--- src/rtl/commit_trace_buf.sv ---
`default_nettype none
// ============================================================================
// Module   : commit_trace_buf
// Purpose  : Queues the CPU retire stream for a slower trace consumer. Each
//            entry is tagged with a sequence number and a redirect flag. Drops
//            are counted with saturation. Define TRACE_TIMESTAMP_EN to add
//            per-entry cycle timestamps on trace_ts.
// Revision : 1.0 - initial release
// ============================================================================
module commit_trace_buf #(
  parameter int XLEN  = 64,
  parameter int DEPTH = 8,
  parameter int CNT_W = 32,
  parameter int TS_W  = 32
) (
  input  logic                     clk,
  input  logic                     rst,
  input  logic                     clear,
  input  logic                     commit,
  input  logic [31:0]              commit_instr,
  input  logic [XLEN-1:0]          commit_pc,
  input  logic [XLEN-1:0]          commit_pre_pc,
  output logic                     trace_valid,
  input  logic                     trace_ready,
  output logic [31:0]              trace_instr,
  output logic [XLEN-1:0]          trace_pc,
  output logic [XLEN-1:0]          trace_pre_pc,
  output logic [CNT_W-1:0]         trace_seq,
  output logic                     trace_redirect,
`ifdef TRACE_TIMESTAMP_EN
  output logic [TS_W-1:0]          trace_ts,
`endif
  output logic [$clog2(DEPTH):0]   level,
  output logic [CNT_W-1:0]         commit_cnt,
  output logic [CNT_W-1:0]         drop_cnt,
  output logic                     overflow
);

  localparam int               AW       = $clog2(DEPTH);
  localparam logic [AW:0]      PTR_ONE  = {{AW{1'b0}}, 1'b1};
  localparam logic [CNT_W-1:0] CNT_ONE  = {{(CNT_W-1){1'b0}}, 1'b1};
  localparam logic [CNT_W-1:0] CNT_MAX  = '1;
`ifdef TRACE_TIMESTAMP_EN
  localparam logic [TS_W-1:0]  TS_ONE   = {{(TS_W-1){1'b0}}, 1'b1};
`endif

  if (DEPTH < 2 || (DEPTH & (DEPTH - 1)) != 0 || TS_W < 1) begin : g_bad_cfg
    $error("commit_trace_buf: DEPTH must be a power of two >= 2 and TS_W >= 1");
  end

  typedef struct packed {
    logic [31:0]      instr;
    logic [XLEN-1:0]  pc;
    logic [XLEN-1:0]  pre_pc;
    logic [CNT_W-1:0] seq;
`ifdef TRACE_TIMESTAMP_EN
    logic [TS_W-1:0]  ts;
`endif
    logic             redirect;
  } entry_t;

  entry_t mem_q [DEPTH];

  logic [AW:0]      wr_ptr_q, wr_ptr_d;
  logic [AW:0]      rd_ptr_q, rd_ptr_d;
  logic [AW:0]      level_q, level_d;
  logic             valid_q, valid_d;
  logic [CNT_W-1:0] commit_cnt_q, commit_cnt_d;
  logic [CNT_W-1:0] drop_cnt_q, drop_cnt_d;
  logic             overflow_q, overflow_d;
  logic             have_prev_q, have_prev_d;
  logic [XLEN-1:0]  prev_pre_pc_q, prev_pre_pc_d;
`ifdef TRACE_TIMESTAMP_EN
  logic [TS_W-1:0]  ts_q, ts_d;
`endif

  logic   full;
  logic   pop;
  logic   push;
  logic   drop;
  entry_t new_entry;
  entry_t head;

  // A pop frees its slot in the same cycle, so a push at full still lands.
  always_comb begin
    full = (wr_ptr_q[AW] != rd_ptr_q[AW]) &&
           (wr_ptr_q[AW-1:0] == rd_ptr_q[AW-1:0]);
    pop  = valid_q && trace_ready && !clear;
    push = commit && !clear && (!full || pop);
    drop = commit && !clear && full && !pop;

    new_entry          = '0;
    new_entry.instr    = commit_instr;
    new_entry.pc       = commit_pc;
    new_entry.pre_pc   = commit_pre_pc;
    new_entry.seq      = commit_cnt_q;
    new_entry.redirect = have_prev_q && (commit_pc != prev_pre_pc_q);
`ifdef TRACE_TIMESTAMP_EN
    new_entry.ts       = ts_q;
`endif
  end

  always_comb begin
    wr_ptr_d      = wr_ptr_q;
    rd_ptr_d      = rd_ptr_q;
    commit_cnt_d  = commit_cnt_q;
    drop_cnt_d    = drop_cnt_q;
    overflow_d    = overflow_q;
    have_prev_d   = have_prev_q;
    prev_pre_pc_d = prev_pre_pc_q;

    if (clear) begin
      wr_ptr_d     = '0;
      rd_ptr_d     = '0;
      commit_cnt_d = '0;
      drop_cnt_d   = '0;
      overflow_d   = 1'b0;
      have_prev_d  = 1'b0;
    end else begin
      if (push) wr_ptr_d = wr_ptr_q + PTR_ONE;
      if (pop)  rd_ptr_d = rd_ptr_q + PTR_ONE;
      // Dropped commits still advance the count and the redirect reference.
      if (commit) begin
        commit_cnt_d  = commit_cnt_q + CNT_ONE;
        have_prev_d   = 1'b1;
        prev_pre_pc_d = commit_pre_pc;
      end
      if (drop) begin
        if (drop_cnt_q != CNT_MAX) drop_cnt_d = drop_cnt_q + CNT_ONE;
        overflow_d = 1'b1;
      end
    end

    level_d = wr_ptr_d - rd_ptr_d;
    valid_d = (wr_ptr_d != rd_ptr_d);
  end

`ifdef TRACE_TIMESTAMP_EN
  always_comb begin
    ts_d = clear ? '0 : ts_q + TS_ONE;
  end
`endif

  always_ff @(posedge clk) begin
    if (rst) begin
      wr_ptr_q      <= '0;
      rd_ptr_q      <= '0;
      level_q       <= '0;
      valid_q       <= 1'b0;
      commit_cnt_q  <= '0;
      drop_cnt_q    <= '0;
      overflow_q    <= 1'b0;
      have_prev_q   <= 1'b0;
      prev_pre_pc_q <= '0;
`ifdef TRACE_TIMESTAMP_EN
      ts_q          <= '0;
`endif
    end else begin
      wr_ptr_q      <= wr_ptr_d;
      rd_ptr_q      <= rd_ptr_d;
      level_q       <= level_d;
      valid_q       <= valid_d;
      commit_cnt_q  <= commit_cnt_d;
      drop_cnt_q    <= drop_cnt_d;
      overflow_q    <= overflow_d;
      have_prev_q   <= have_prev_d;
      prev_pre_pc_q <= prev_pre_pc_d;
`ifdef TRACE_TIMESTAMP_EN
      ts_q          <= ts_d;
`endif
    end
  end

  // Storage needs no reset: slots are only observed between the pointers.
  always_ff @(posedge clk) begin
    if (push && !rst) mem_q[wr_ptr_q[AW-1:0]] <= new_entry;
  end

  assign head           = mem_q[rd_ptr_q[AW-1:0]];
  assign trace_valid    = valid_q;
  assign trace_instr    = head.instr;
  assign trace_pc       = head.pc;
  assign trace_pre_pc   = head.pre_pc;
  assign trace_seq      = head.seq;
  assign trace_redirect = head.redirect;
`ifdef TRACE_TIMESTAMP_EN
  assign trace_ts       = head.ts;
`endif
  assign level          = level_q;
  assign commit_cnt     = commit_cnt_q;
  assign drop_cnt       = drop_cnt_q;
  assign overflow       = overflow_q;

endmodule
`default_nettype wire

--- config.mk ---
export PLATFORM = sky130hd
export DESIGN_NAME = commit_trace_buf
export DESIGN_NICKNAME = d
export VERILOG_FILES = /design/src/rtl/commit_trace_buf.sv
export SDC_FILE = /design/constraint.sdc
export NUM_CORES = 1
export LEC_CHECK = 0
export CAP_MARGIN = 30
export CELL_PAD_IN_SITES_DETAIL_PLACEMENT = 2
export CELL_PAD_IN_SITES_GLOBAL_PLACEMENT = 2
export CORE_ASPECT_RATIO = 1.25
export CORE_MARGIN = 5
export CORE_UTILIZATION = 25
export CTS_BUF_LIST = sky130_fd_sc_hd__clkbuf_16
export DETAILED_ROUTE_END_ITERATION = 8
export PLACE_DENSITY_LB_ADDON = 0.2
export SETUP_SLACK_MARGIN = 0.5
export SYNTH_ARGS = -nofsm -noshare
export SYNTH_HDL_FRONTEND = slang
export SYNTH_SLANG_ARGS = --single-unit
--- constraint.sdc ---
create_clock -name clk -period 16.6 [get_ports clk]
set_input_delay 1.66 -clock clk [delete_from_list [all_inputs] [get_ports clk]]
set_output_delay 1.66 -clock clk [all_outputs]
set_load 0.01 [all_outputs]
Word-level counts from Yosys, hierarchy flattened:

Memory sizes are Yosys's and may differ from the RTL's. A register that Yosys moved wholly into a read port is not among the register bits.
Cells that the tools add are included.

* register bits: 143
* memory bits (writable): 1544
* bits of input ports: 165
* output and inout port bits: 263
* word-level logic and storage cells: 45
* memories kept: 1

Memories
* mem_q: words 8, width 193, read ports 1, clocked after memory_dff 1, wr ports 1, RTL line 62 `entry_t mem_q [DEPTH];`

* $add $sub $neg: 5
* equal/unequal tests: 5
* mux-type cells: 7
* bitwise operators: 1
* reductions and logical operators: 17

Operator list (number)
* adder 32 x 1 -> 32 bit (second input constant): 2
* inequality test 64 bit: 1
* inequality test 32 bit (second input constant): 1
* two-way mux 4 bit: 4
* logical AND 1 bit: 9
* adder 4 x 1 -> 4 bit (second input constant): 2
* zero test 1 bit: 4
* inequality test 4 bit: 1
* AND reduction 2 bit: 2
* subtractor 4 bit: 1
* equality test 3 bit: 1
* two-way mux 3 bit: 1
* two-way mux 1 bit: 2
* OR reduction 2 bit: 1
* logical OR 1 bit: 1
* inequality test 1 bit: 1
* inverter 1 bit: 1

Longest topological paths before layout:

Gate-level depths: netlist (run 1).

* word-level depth: 8
* gate-level depth with buffers: 13
* mapped depth without buffers: 12

Least setup slack after synthesis (run 1):

No wires, ideal clock.

* path type: input port to flip-flop
* start point: input port clear
* end point: memory mem_q[0][0] (netlist bit) (enable)
* library setup time: 0.984 ns
* data arrival time: 15.634 ns
* slack: -0.018 ns
* stages: 4
* buffers on the path: 0
* cells stage by stage: nand2b_1 > a21oi_2 > or3b_2 > nor3_1

* longest elaborated chain between the ends: 7
* elaborated cells between the ends (all ways): 8

Ends and longest elaborated chain
* from (decl): RTL line 18 `input logic clear,`
* zero test 1 bit *: RTL line 88, 89
* logical AND 1 bit: RTL line 88 `pop = valid_q && trace_ready && !clear;`
* logical OR 1 bit: RTL line 89 `push = commit && !clear && (!full || pop);`
* logical AND 1 bit *: RTL line 89
* logical AND 1 bit *: RTL line 176 `if (push && !rst) mem_q[wr_ptr_q[AW-1:0]] <= new_entry;`
* two-way mux 1 bit *: RTL line 176
* two-way mux 1 bit (not written as such) *: RTL line 176
* to (decl): RTL line 62

Every way passes the cells marked *; elsewhere a longest branch is shown, timed or not.

==> results of run 1 <==
[layout by cell type (no fill, tap or decap), types with 7 or more instances in the layout]
cell,synthesis,layout
sky130_fd_sc_hd__a21oi_1,71,71
sky130_fd_sc_hd__dfxtp_1,143,140
sky130_fd_sc_hd__nor2_1,88,82
sky130_fd_sc_hd__clkbuf_16,0,197
sky130_fd_sc_hd__mux2_2,193,193
sky130_fd_sc_hd__xor2_1,72,72
sky130_fd_sc_hd__nand2_1,162,162
sky130_fd_sc_hd__and3_1,11,11
sky130_fd_sc_hd__xnor2_1,60,60
sky130_fd_sc_hd__bufinv_16,0,10
sky130_fd_sc_hd__buf_12,0,10
sky130_fd_sc_hd__buf_4,32,40
sky130_fd_sc_hd__buf_16,0,10
sky130_fd_sc_hd__clkinv_2,0,32
sky130_fd_sc_hd__and4_1,8,8
sky130_fd_sc_hd__ha_1,7,7
sky130_fd_sc_hd__diode_2,0,14
sky130_fd_sc_hd__nand3_1,34,34
sky130_fd_sc_hd__nor4_1,21,20
sky130_fd_sc_hd__inv_1,8,56
sky130_fd_sc_hd__clkdlybuf4s50_1,0,426
sky130_fd_sc_hd__nor3_1,12,10
sky130_fd_sc_hd__edfxtp_1,1544,1544
sky130_fd_sc_hd__mux4_2,386,386
sky130_fd_sc_hd__clkinv_1,0,50
sky130_fd_sc_hd__nand4_1,24,24
[state kept, by name, summed over array words and instances, names as in the netlist]
register       count
commit_cnt        32
level              4
prev_pre_pc_q     64
drop_cnt          32
rd_ptr_q           4
overflow           1
wr_ptr_q           4
mem_q           1544
have_prev_q        1
trace_valid        1
[metrics by stage]
step / utilization, % / total power, W / area [µm²] / hold WS [ns]
3_3_place_gp: 28.3 / 0.00504 / 72800 / 0.458
3_5_place_dp: 28.4 / 0.00504 / 73000 / 0.467
4_1_cts: 30.7 / 0.00915 / 79000 / 0.475
5_1_grt: 30.7 / 0.00933 / 79000 / 0.498
6_report: 30.7 / 0.00897 / 79100 / 0.471
2_1_floorplan: - / 0.00485 / 64600 / 0.441
[metal layers]
layer / GRT usage [%] / part of all wire (%) / routed length (µm) / up-vias
met5: 0 / 0.13 / 254 / -
met4: 3.55 / 2.5 / 4920 / 36
met3: 3.56 / 5.4 / 10600 / 306
met2: 24.6 / 50 / 97000 / 670
met1: 18.2 / 42 / 82900 / 17057
li1: - / - / - / 13527
[power by group through the flow]
stage	combinational, W	clock, W	sequential, W
6_report	0.000276	0.00403	0.00466
5_1_grt	0.000300	0.00437	0.00466
4_1_cts	0.000290	0.00420	0.00466
3_5_place_dp	0.000289	0	0.00475
3_3_place_gp	0.000284	0	0.00475
2_1_floorplan	0.0000985	0	0.00475
[cells by family (layout without fill, tap and decap cells)]
family | Yosys count | in the layout | synth area share [%]
muxes | 582 | 582 | 16.9
DFF | 1687 | 1687 | 76.2
AOI/OAI and AO/OA | 82 | 82 | 0.664
buffers and inverters | 188 | 846 | 1.36
and+or+nand+nor | 394 | 394 | 2.89
other | 0 | 14 | 0
xor gates and xnor gates | 134 | 134 | 1.85
adders and majority gates | 8 | 8 | 0.167
[worst max-delay path, cell delays in order (launching register included)]
cell and delay (ns):
sky130_fd_sc_hd__dfxtp_4 0.84, sky130_fd_sc_hd__buf_12 0.59, sky130_fd_sc_hd__buf_12 0.75, sky130_fd_sc_hd__mux4_2 0.61, sky130_fd_sc_hd__mux2_2 0.27, sky130_fd_sc_hd__clkdlybuf4s50_1 0.57
[layout make-up]
| cell class | count | area (µm²) | share of cell area, % |
|---|---|---|---|
| tap | 3360 | 4200 | 5.32 |
| clock inverter | 155 | 991 | 1.25 |
| multi-input combinational | 1200 | 14600 | 18.4 |
| timing repair buffer | 486 | 5040 | 6.38 |
| sequential | 1687 | 49200 | 62.3 |
| antenna | 14 | 35.0 | 0.0443 |
| inverter | 8 | 30.0 | 0.0380 |
| clock buffer | 197 | 4930 | 6.24 |
[worst max-delay path by stage]
stage,endpoint,slack (ns),cells after the start,start
CTS,trace_pc[27],9.79,5,rd_ptr_q[0]
detailed placement,mem_q[0][9],9.65,8,commit
global placement,mem_q[0][9],9.78,8,commit
floorplan,mem_q[1][0],5.17,4,clear
finish,trace_pre_pc[63],10.08,5,rd_ptr_q[0]
global route,trace_pc[10],9.66,5,rd_ptr_q[0]
==> impl_metrics.yaml, run 1 <==
timing:
  final.setup_skew_ns: 0.0473
  final.setup.tns_ns: 0
  timing.final.setup_violations: 0
  setup_slack_ns: 10.08
  tightest_slew_ns: 1.10
  hold_violations: 0
  rsz0062_at_grt: "false"
  slew-limit-headroom_pct: 26.6
  clock.fmax_mhz: 153
  finalCritPeriodShare_pct: 39.3
  layout_min_cycle_time_ns: 6.52
  maxSlewViolCount: 0
clock_network:
  tritoncts: "built"
  cts_setup_buffers: 0
  tritoncts_num_sinks: 1687
  cts_resized: 0
  cts-buffers-inserted: 195
  cts_hold_buf: 0
  htree_num_levels: 4
  clock_latency_ns: 0.84
  root_buffer: "sky130_fd_sc_hd__clkbuf_16"
  cts_buffer_depth: 4
  clk_pin_slew_worst_paths_ns: 0.06
route:
  drtPass1Iterations: 5
  route.final.wire_length_um: 196000
  post_detailed_route_via_to_cell_ratio: 4.45
  via_count_of_the_routed_design: 31596
  ant_nets: 0
  drc: 0
  detailedRoute.firstIterationViolations: 2105
  wl_per_cell_um: 27.5
synth:
  syn_area_um2: 64600
  syn_avg_cell_area_um2: 21.0
  main_flop_type_after_synthesis: "sky130_fd_sc_hd__edfxtp_1"
  yosys_warnings: 0
  netlist.area_leader.share_pct: 71.8
  post_synth_main_area_contributors: "sky130_fd_sc_hd__edfxtp_1 (72%), sky130_fd_sc_hd__mux4_2 (13%), sky130_fd_sc_hd__dfxtp_1 (4.4%)"
  synth_enable_flop_cells: 1544
  yosysSeqAreaShare_pct: 76.2
  synth.lib_cells_used.distinct: 47
  yosys.cell_count.top_type: "sky130_fd_sc_hd__edfxtp_1"
  synth_top_cell_by_area: "sky130_fd_sc_hd__edfxtp_1"
  synth.net_count: 3248
  synth_commonest_cells: "sky130_fd_sc_hd__edfxtp_1 (1544), sky130_fd_sc_hd__mux4_2 (386), sky130_fd_sc_hd__mux2_2 (193), sky130_fd_sc_hd__nand2_1 (162), sky130_fd_sc_hd__dfxtp_1 (143)"
  syn_inst: 3075
  yosys_register_bits: 1687
  async_flop_share_pct: 0
power:
  total_internal_power_w: 0.00707
  power-per-cell-area_nw_per_um2: 114
  power.combinational.fraction_pct: 3.1
  seq_power_share_pct: 52.0
  p_switching_w: 0.00191
  power.static_leakage_nw: 23.7
  p_clk_share_pct: 45.0
  power_switching_share_pct: 21.2
  ir_drop_v: 0.0000688
critical_path:
  critical_path.startpoint_type: "flip-flop"
  timing.rr.start: "rd_ptr_q[1]"
  setup.worst_path.class: "flip-flop to primary output"
  cp-end-kind: "primary output"
  critical_path_fanouts_max: 102
  worst-endpoint-arrival_ns: 4.86
  reg2reg_depth: 9
  ff2ff_setup_slack_ns: 11.07
  required_ns: 14.94
  worstReg2RegEnd: "mem_q[0][6]"
grt:
  grt_util_all_layers_pct: 14.3
  pin_count_of_the_biggest_net_entering_global_routing: 119
  grt_pass1_vias: 35536
  grt_first_pass_wirelength_um: 278000
  global_route.overflow_total: 0
  antenna_found_initial: 66
floorplan:
  die_width_um: 465
  die_h_um: 578
  initial_core_util_pct: 25.1
  dieArea_um2: 269000
  floorplan.io_pins: 428
  placement_rows: 208
  fp.coreArea_um2: 257000
run_status:
  run_status: "finished clean"
min_path:
  holdCritStartpoint: "prev_pre_pc_q[36]"
  hold_path_class: "flip-flop to flip-flop"
  timing.hold.worst_path_depth: 2
  min_delay_worst_endpoint: "prev_pre_pc_q[36]"
placement:
  worst_slack_at_placement_ns: 9.65
  port-buffer-count: 427
  dpl.hpwl_um: 121000
  gp_routability_congestion: 0.686
  dp_cells: 6739
finish:
  synthToLayoutAreaGrowth_pct: 22.4
  num-nets-final: 3751
  drive_above_1_share_pct: 24.6
  final-instance-count-excl-fill: 7107
  layout.filler_cells: 25665
flow_run:
  maxCapViolations: 0
Power figures use the tool's default switching activity.
==> run 2, diff against run 1 <==
==> constraint.sdc (replaced) <==
create_clock -name clk -period 5.8 [get_ports clk]
set_input_delay 0.58 -clock clk [delete_from_list [all_inputs] [get_ports clk]]
set_output_delay 0.58 -clock clk [all_outputs]
set_load 0.01 [all_outputs]
==> run 2 against run 1 <==
First-iteration DRC count fell by 8.9%. Via count unchanged. Largest cell class unchanged. Sequential power rose to 2.9 times the previous value. Sequential share of layout area is 0.14 points lower. Core utilization increased by 0.070 points. Clock skew grew 0.029 ns. Global-route usage is 0.17 points higher. Largest power group unchanged. Clock power grew to 2.9 times the previous value. Non-clock buffer count grew 3.
==> impl_metrics.yaml, run 2 (synthesis gave the netlist of run 1 again) <==
power:
  total_internal_power_w: 0.0202
  seq_power_share_pct: 52.0
  p_clk_share_pct: 44.9
  power_switching_share_pct: 21.3
  power-per-cell-area_nw_per_um2: 324
  power.combinational.fraction_pct: 3.1
  p_switching_w: 0.00547
  power.static_leakage_nw: 23.6
  ir_drop_v: 0.000238
  power_w: 0.0257
finish:
  synthToLayoutAreaGrowth_pct: 22.7
  most-common-layout-cells: "sky130_fd_sc_hd__edfxtp_1 (1544), sky130_fd_sc_hd__clkdlybuf4s50_1 (426), sky130_fd_sc_hd__mux4_2 (386), sky130_fd_sc_hd__clkbuf_16 (194), sky130_fd_sc_hd__mux2_2 (193)"
  final_cell_area_um2: 79200
  num-nets-final: 3750
  drive_above_1_share_pct: 24.8
  postLayoutCoreUtil_pct: 30.8
  area.sequential_um2: 49200
  layout.filler_cells: 25625
  multi_input_comb_area_um2: 14600
  most_common_cell_after_layout_fill_and_taps_aside: "sky130_fd_sc_hd__edfxtp_1"
  flip_flop_count_of_the_largest_register_all_copies_and_words_added: 1544
timing:
  hold_violations: 0
  timing.final.setup_violations: 0
  finalCritPeriodShare_pct: 76.3
  tightest_slew_ns: 1.49
  final.setup_skew_ns: 0.0763
  maxSlewViolCount: 0
  minimum_hold_slack_ns: 0.470
  clock.fmax_mhz: 226
  setup_slack_ns: 1.37
  layout_min_cycle_time_ns: 4.43
  slew-limit-headroom_pct: 0.460
  rsz0062_at_grt: "false"
clock_network:
  htree_num_levels: 4
  root_buffer: "sky130_fd_sc_hd__clkbuf_16"
  tritoncts_num_sinks: 1687
  cts_buffer_depth: 4
  cts_setup_buffers: 0
  clock_latency_ns: 0.87
  cts-buffers-inserted: 191
  tritoncts: "built"
  clk_pin_slew_worst_paths_ns: 0.06
  cts_resized: 0
min_path:
  holdCritStartpoint: "prev_pre_pc_q[21]"
  hold_path_class: "flip-flop to flip-flop"
  min_delay_worst_endpoint: "prev_pre_pc_q[21]"
  timing.hold.worst_path_depth: 2
floorplan:
  die_h_um: 578
  die_width_um: 465
  initial_core_util_pct: 25.1
  placement_rows: 208
  dieArea_um2: 269000
  floorplan.io_pins: 428
  fp.coreArea_um2: 257000
route:
  drc: 0
  drtPass1Iterations: 5
  via_count_of_the_routed_design: 31596
  detailedRoute.firstIterationViolations: 1917
  ant_nets: 0
  route.final.wire_length_um: 198000
  wl_per_cell_um: 27.9
  post_detailed_route_via_to_cell_ratio: 4.45
critical_path:
  required_ns: 5.22
  critical_path.startpoint_type: "flip-flop"
  critical_path_fanouts_max: 38
  setup.worst_path.class: "flip-flop to primary output"
  ff2ff_setup_slack_ns: 2.11
  reg2reg_depth: 6
  worstReg2RegEnd: "mem_q[4][170]"
  cp-end-kind: "primary output"
  worst-endpoint-arrival_ns: 3.85
  timing.rr.start: "rd_ptr_q[1]"
placement:
  dpl.hpwl_um: 121000
  worst_slack_at_placement_ns: 1.96
  gp_routability_congestion: 0.708
  port-buffer-count: 427
  placed_cell_area_um2: 73300
grt:
  grt_first_pass_wirelength_um: 280000
  global_route.overflow_total: 0
  grt_util_all_layers_pct: 14.5
  antenna_found_initial: 61
  pin_count_of_the_biggest_net_entering_global_routing: 115
  grt_pass1_vias: 35607
flow_run:
  maxCapViolations: 0
run_status:
  run_status: "finished clean"
-- run 2: power groups by stage --
stage                     logic [W]  clock network [W]  registers, W
after floorplan            0.000285                  0        0.0136
after global placement     0.000825                  0        0.0136
after detailed placement   0.000837                  0        0.0136
after CTS                  0.000842             0.0120        0.0133
after global routing       0.000870             0.0124        0.0133
final                      0.000803             0.0115        0.0133
-- run 2: how the worst max path moves through the flow --
| stage | slack (ns) | cells after the start | to | from |
|---|---|---|---|---|
| floorplan | -1.11 | 6 | mem_q[1][0] | wr_ptr_q[1] |
| global placement | 2.04 | 6 | mem_q[0][0] | commit_pc[24] |
| detailed placement | 1.96 | 6 | mem_q[1][139] | clear |
| CTS | 1.16 | 5 | trace_pc[27] | rd_ptr_q[0] |
| global route | 1.13 | 5 | trace_pc[27] | rd_ptr_q[0] |
| finish | 1.37 | 5 | trace_pc[27] | rd_ptr_q[0] |
-- run 2: what timing repair did --
| item | CTS | global route |
|---|---|---|
| endpoints found under the setup margin | 0 | 0 |
| hold buffers | 1 | 0 |
| hold endpoints to repair | 7 | 0 |
-- run 2: final cells by class --
class,instances,share of cell area [%]
well taps,3360,5.31
clock inverters,145,1.26
diodes,19,0.0600
multi-input cells,1200,18.5
repair buffers,489,6.58
inverters,8,0.0379
flip-flops and latches,1687,62.1
clock buffers,194,6.13
-- run 2: through the flow --
step | std cells | TNS (ns)
after detailed placement | 6742 | 0
after global placement | 6742 | 0
after global routing | 7088 | 0
after floorplan | 3075 | -1402.86
after CTS | 7082 | 0
final | 7102 | 0
-- run 2: critical path, cell delays in order, from the launching register on --
cell and delay (ns):
sky130_fd_sc_hd__dfxtp_4 0.74, sky130_fd_sc_hd__buf_4 0.41, sky130_fd_sc_hd__buf_12 0.34, sky130_fd_sc_hd__mux4_2 0.57
sky130_fd_sc_hd__mux2_2 0.35, sky130_fd_sc_hd__clkdlybuf4s50_1 0.50
-- run 2: per-layer routing --
metal | track usage (%) | up-vias | share of wire, %
met5 | 0 | - | 0.059
met1 | 18.6 | 17126 | 43
met2 | 25.0 | 617 | 50
met3 | 2.98 | 314 | 4.7
met4 | 4.01 | 20 | 2.4
li1 | - | 13519 | -
==> run 3, diff against run 2 <==
==> constraint.sdc (replaced) <==
create_clock -name clk -period 3.7 [get_ports clk]
set_input_delay 0.37 -clock clk [delete_from_list [all_inputs] [get_ports clk]]
set_output_delay 0.37 -clock clk [all_outputs]
set_load 0.01 [all_outputs]
==> run 3 against run 2 <==
First-iteration DRC count up 12%. Clock power up 60%. Core utilization up 2.1 points. Routed wire length up 6.8%. Clock skew about the same. Cell count up 4.6%. Sequential share of layout area down 4.0 points. Via count up 4.8%. Power up 59%. Hold slack worse by 0.21 ns. Largest power group unchanged. Critical endpoint is now trace_pc[16]. Flip-flop and latch count unchanged.
==> impl_metrics.yaml, run 3 (synthesis gave the netlist of run 1 again) <==
critical_path:
  critPathSlowestCell: "sky130_fd_sc_hd__mux4_2"
  critical_path_fanouts_max: 6
  critical_path.startpoint_type: "flip-flop"
  crit_path_max_incr_delay_ns: 0.50
  worst-endpoint-arrival_ns: 2.95
  setup.worst_path.class: "flip-flop to primary output"
  worstPathCellList: "buf_12, buf_16, buf_12, buf_8, buf_16, buf_8, mux4_2, mux2_4, buf_6"
  cp-end-kind: "primary output"
  required_ns: 3.33
grt:
  pin_count_of_the_biggest_net_entering_global_routing: 75
  global_route.overflow_total: 0
  grt_pass1_vias: 36402
  antenna_found_initial: 36
  grt_util_all_layers_pct: 15.3
  grt_first_pass_wirelength_um: 294000
placement:
  dpl.hpwl_um: 125000
  port-buffer-count: 427
  gp_routability_congestion: 0.694
  worst_slack_at_placement_ns: 0.220
timing:
  clock.fmax_mhz: 301
  rsz0062_at_grt: "true"
  slew-limit-headroom_pct: 33.2
  timing.final.setup_violations: 0
  setup_slack_ns: 0.380
  final.setup_skew_ns: 0.0759
  final.setup.tns_ns: 0
  layout_min_cycle_time_ns: 3.32
  tightest_slew_ns: 1.00
  hold_violations: 0
  finalCritPeriodShare_pct: 89.7
  minimum_hold_slack_ns: 0.258
  maxSlewViolCount: 0
finish:
  layout.filler_cells: 25265
  most_common_cell_after_layout_fill_and_taps_aside: "sky130_fd_sc_hd__edfxtp_1"
  synthToLayoutAreaGrowth_pct: 31.2
  most-common-layout-cells: "sky130_fd_sc_hd__edfxtp_1 (1544), sky130_fd_sc_hd__mux4_2 (386), sky130_fd_sc_hd__clkdlybuf4s50_1 (239), sky130_fd_sc_hd__clkbuf_16 (204), sky130_fd_sc_hd__nand2_1 (162)"
  area.sequential_um2: 49200
  flip_flop_count_of_the_largest_register_all_copies_and_words_added: 1544
  multi_input_comb_area_um2: 15200
  num-nets-final: 4071
  drive_above_1_share_pct: 34.8
  postLayoutCoreUtil_pct: 33.0
route:
  met2RoutedLength_um: 105000
  detailroute.wirelength.met3_um: 9690
  detail_route.wirelength.met1_um: 90800
  post_detailed_route_via_to_cell_ratio: 4.46
  via_count_of_the_routed_design: 33124
  detailedRoute.firstIterationViolations: 2155
  drtPass1Iterations: 5
  ant_nets: 0
  route.final.wire_length_um: 211000
  wl_per_cell_um: 28.4
  drc: 0
  top_layer_used: "met5"
power:
  ir_drop_v: 0.000351
  power-per-cell-area_nw_per_um2: 481
  power.static_leakage_nw: 26.9
floorplan:
  die_h_um: 578
  initial_core_util_pct: 25.1
  dieArea_um2: 269000
  placement_rows: 208
  die_width_um: 465
  floorplan.io_pins: 428
  fp.coreArea_um2: 257000
run_status:
  run_status: "finished clean"
clock_network:
  tritoncts_num_sinks: 1687
  tritoncts: "built"
  cts_buffer_depth: 4
  clock_latency_ns: 0.87
  root_buffer: "sky130_fd_sc_hd__clkbuf_16"
  cts-buffers-inserted: 195
  htree_num_levels: 4
  clk_pin_slew_worst_paths_ns: 0.06
flow_run:
  maxCapViolations: 0
min_path:
  hold_path_class: "input port to flip-flop"
run 3: path summary, 6_finish.rpt:
check | from | end | slack, ns | cells after the start
max | rd_ptr_q[0] | trace_pc[16] | 0.38 | 9
min | commit_pre_pc[57] | prev_pre_pc_q[57] | 0.26 | 3
max reg2reg | rd_ptr_q[1] | mem_q[0][37] | 0.64 | 9
min reg2reg | prev_pre_pc_q[50] | prev_pre_pc_q[50] | 0.47 | 2
run 3: critical path: cells and delay by family (launching register included):
kind                   cells  cell delay [ns]
buffers and inverters      7             0.92
DFF                        1             0.37
muxes                      2             0.80
run 3: repair_timing:
item,in CTS,in global routing
hold buffers,1,0
endpoints found under the setup margin,193,210
cloned,41,8
endpoints found under the hold margin,10,0
setup buffers,111,90
pin swaps,0,1
resized for setup,757,412
run 3: power by group:
group | switching (W) | internal [W]
clock network | 0.00795 | 0.0105
registers | 0.0000588 | 0.0209
logic | 0.000793 | 0.000652
total | 0.00880 | 0.0320
run 3: layout make-up:
type | count | share of cell area (%)
timing repair buffer | 806 | 11.9
multi-input combinational | 1200 | 17.9
clock inverter | 148 | 1.27
clock buffer | 197 | 5.82
inverter | 8 | 0.0354
sequential | 1687 | 58.1
antenna | 21 | 0.0620
tap | 3360 | 4.96
run 3: metrics by stage:
stage | cells | power (W) | area, µm²
6_report | 7427 | 0.0408 | 84800
5_1_grt | 7416 | 0.0424 | 84700
2_1_floorplan | 3075 | 0.0218 | 64700
4_1_cts | 7308 | 0.0415 | 83100
3_3_place_gp | 6810 | 0.0227 | 74100
3_5_place_dp | 6810 | 0.0227 | 74100
run 3: layer usage:
| metal | vias up | track usage [%] |
|---|---|---|
| met1 | 17990 | 19.9 |
| met5 | - | 0 |
| met4 | 26 | 4.49 |
| met3 | 300 | 3.16 |
| li1 | 14172 | - |
| met2 | 636 | 26.0 |
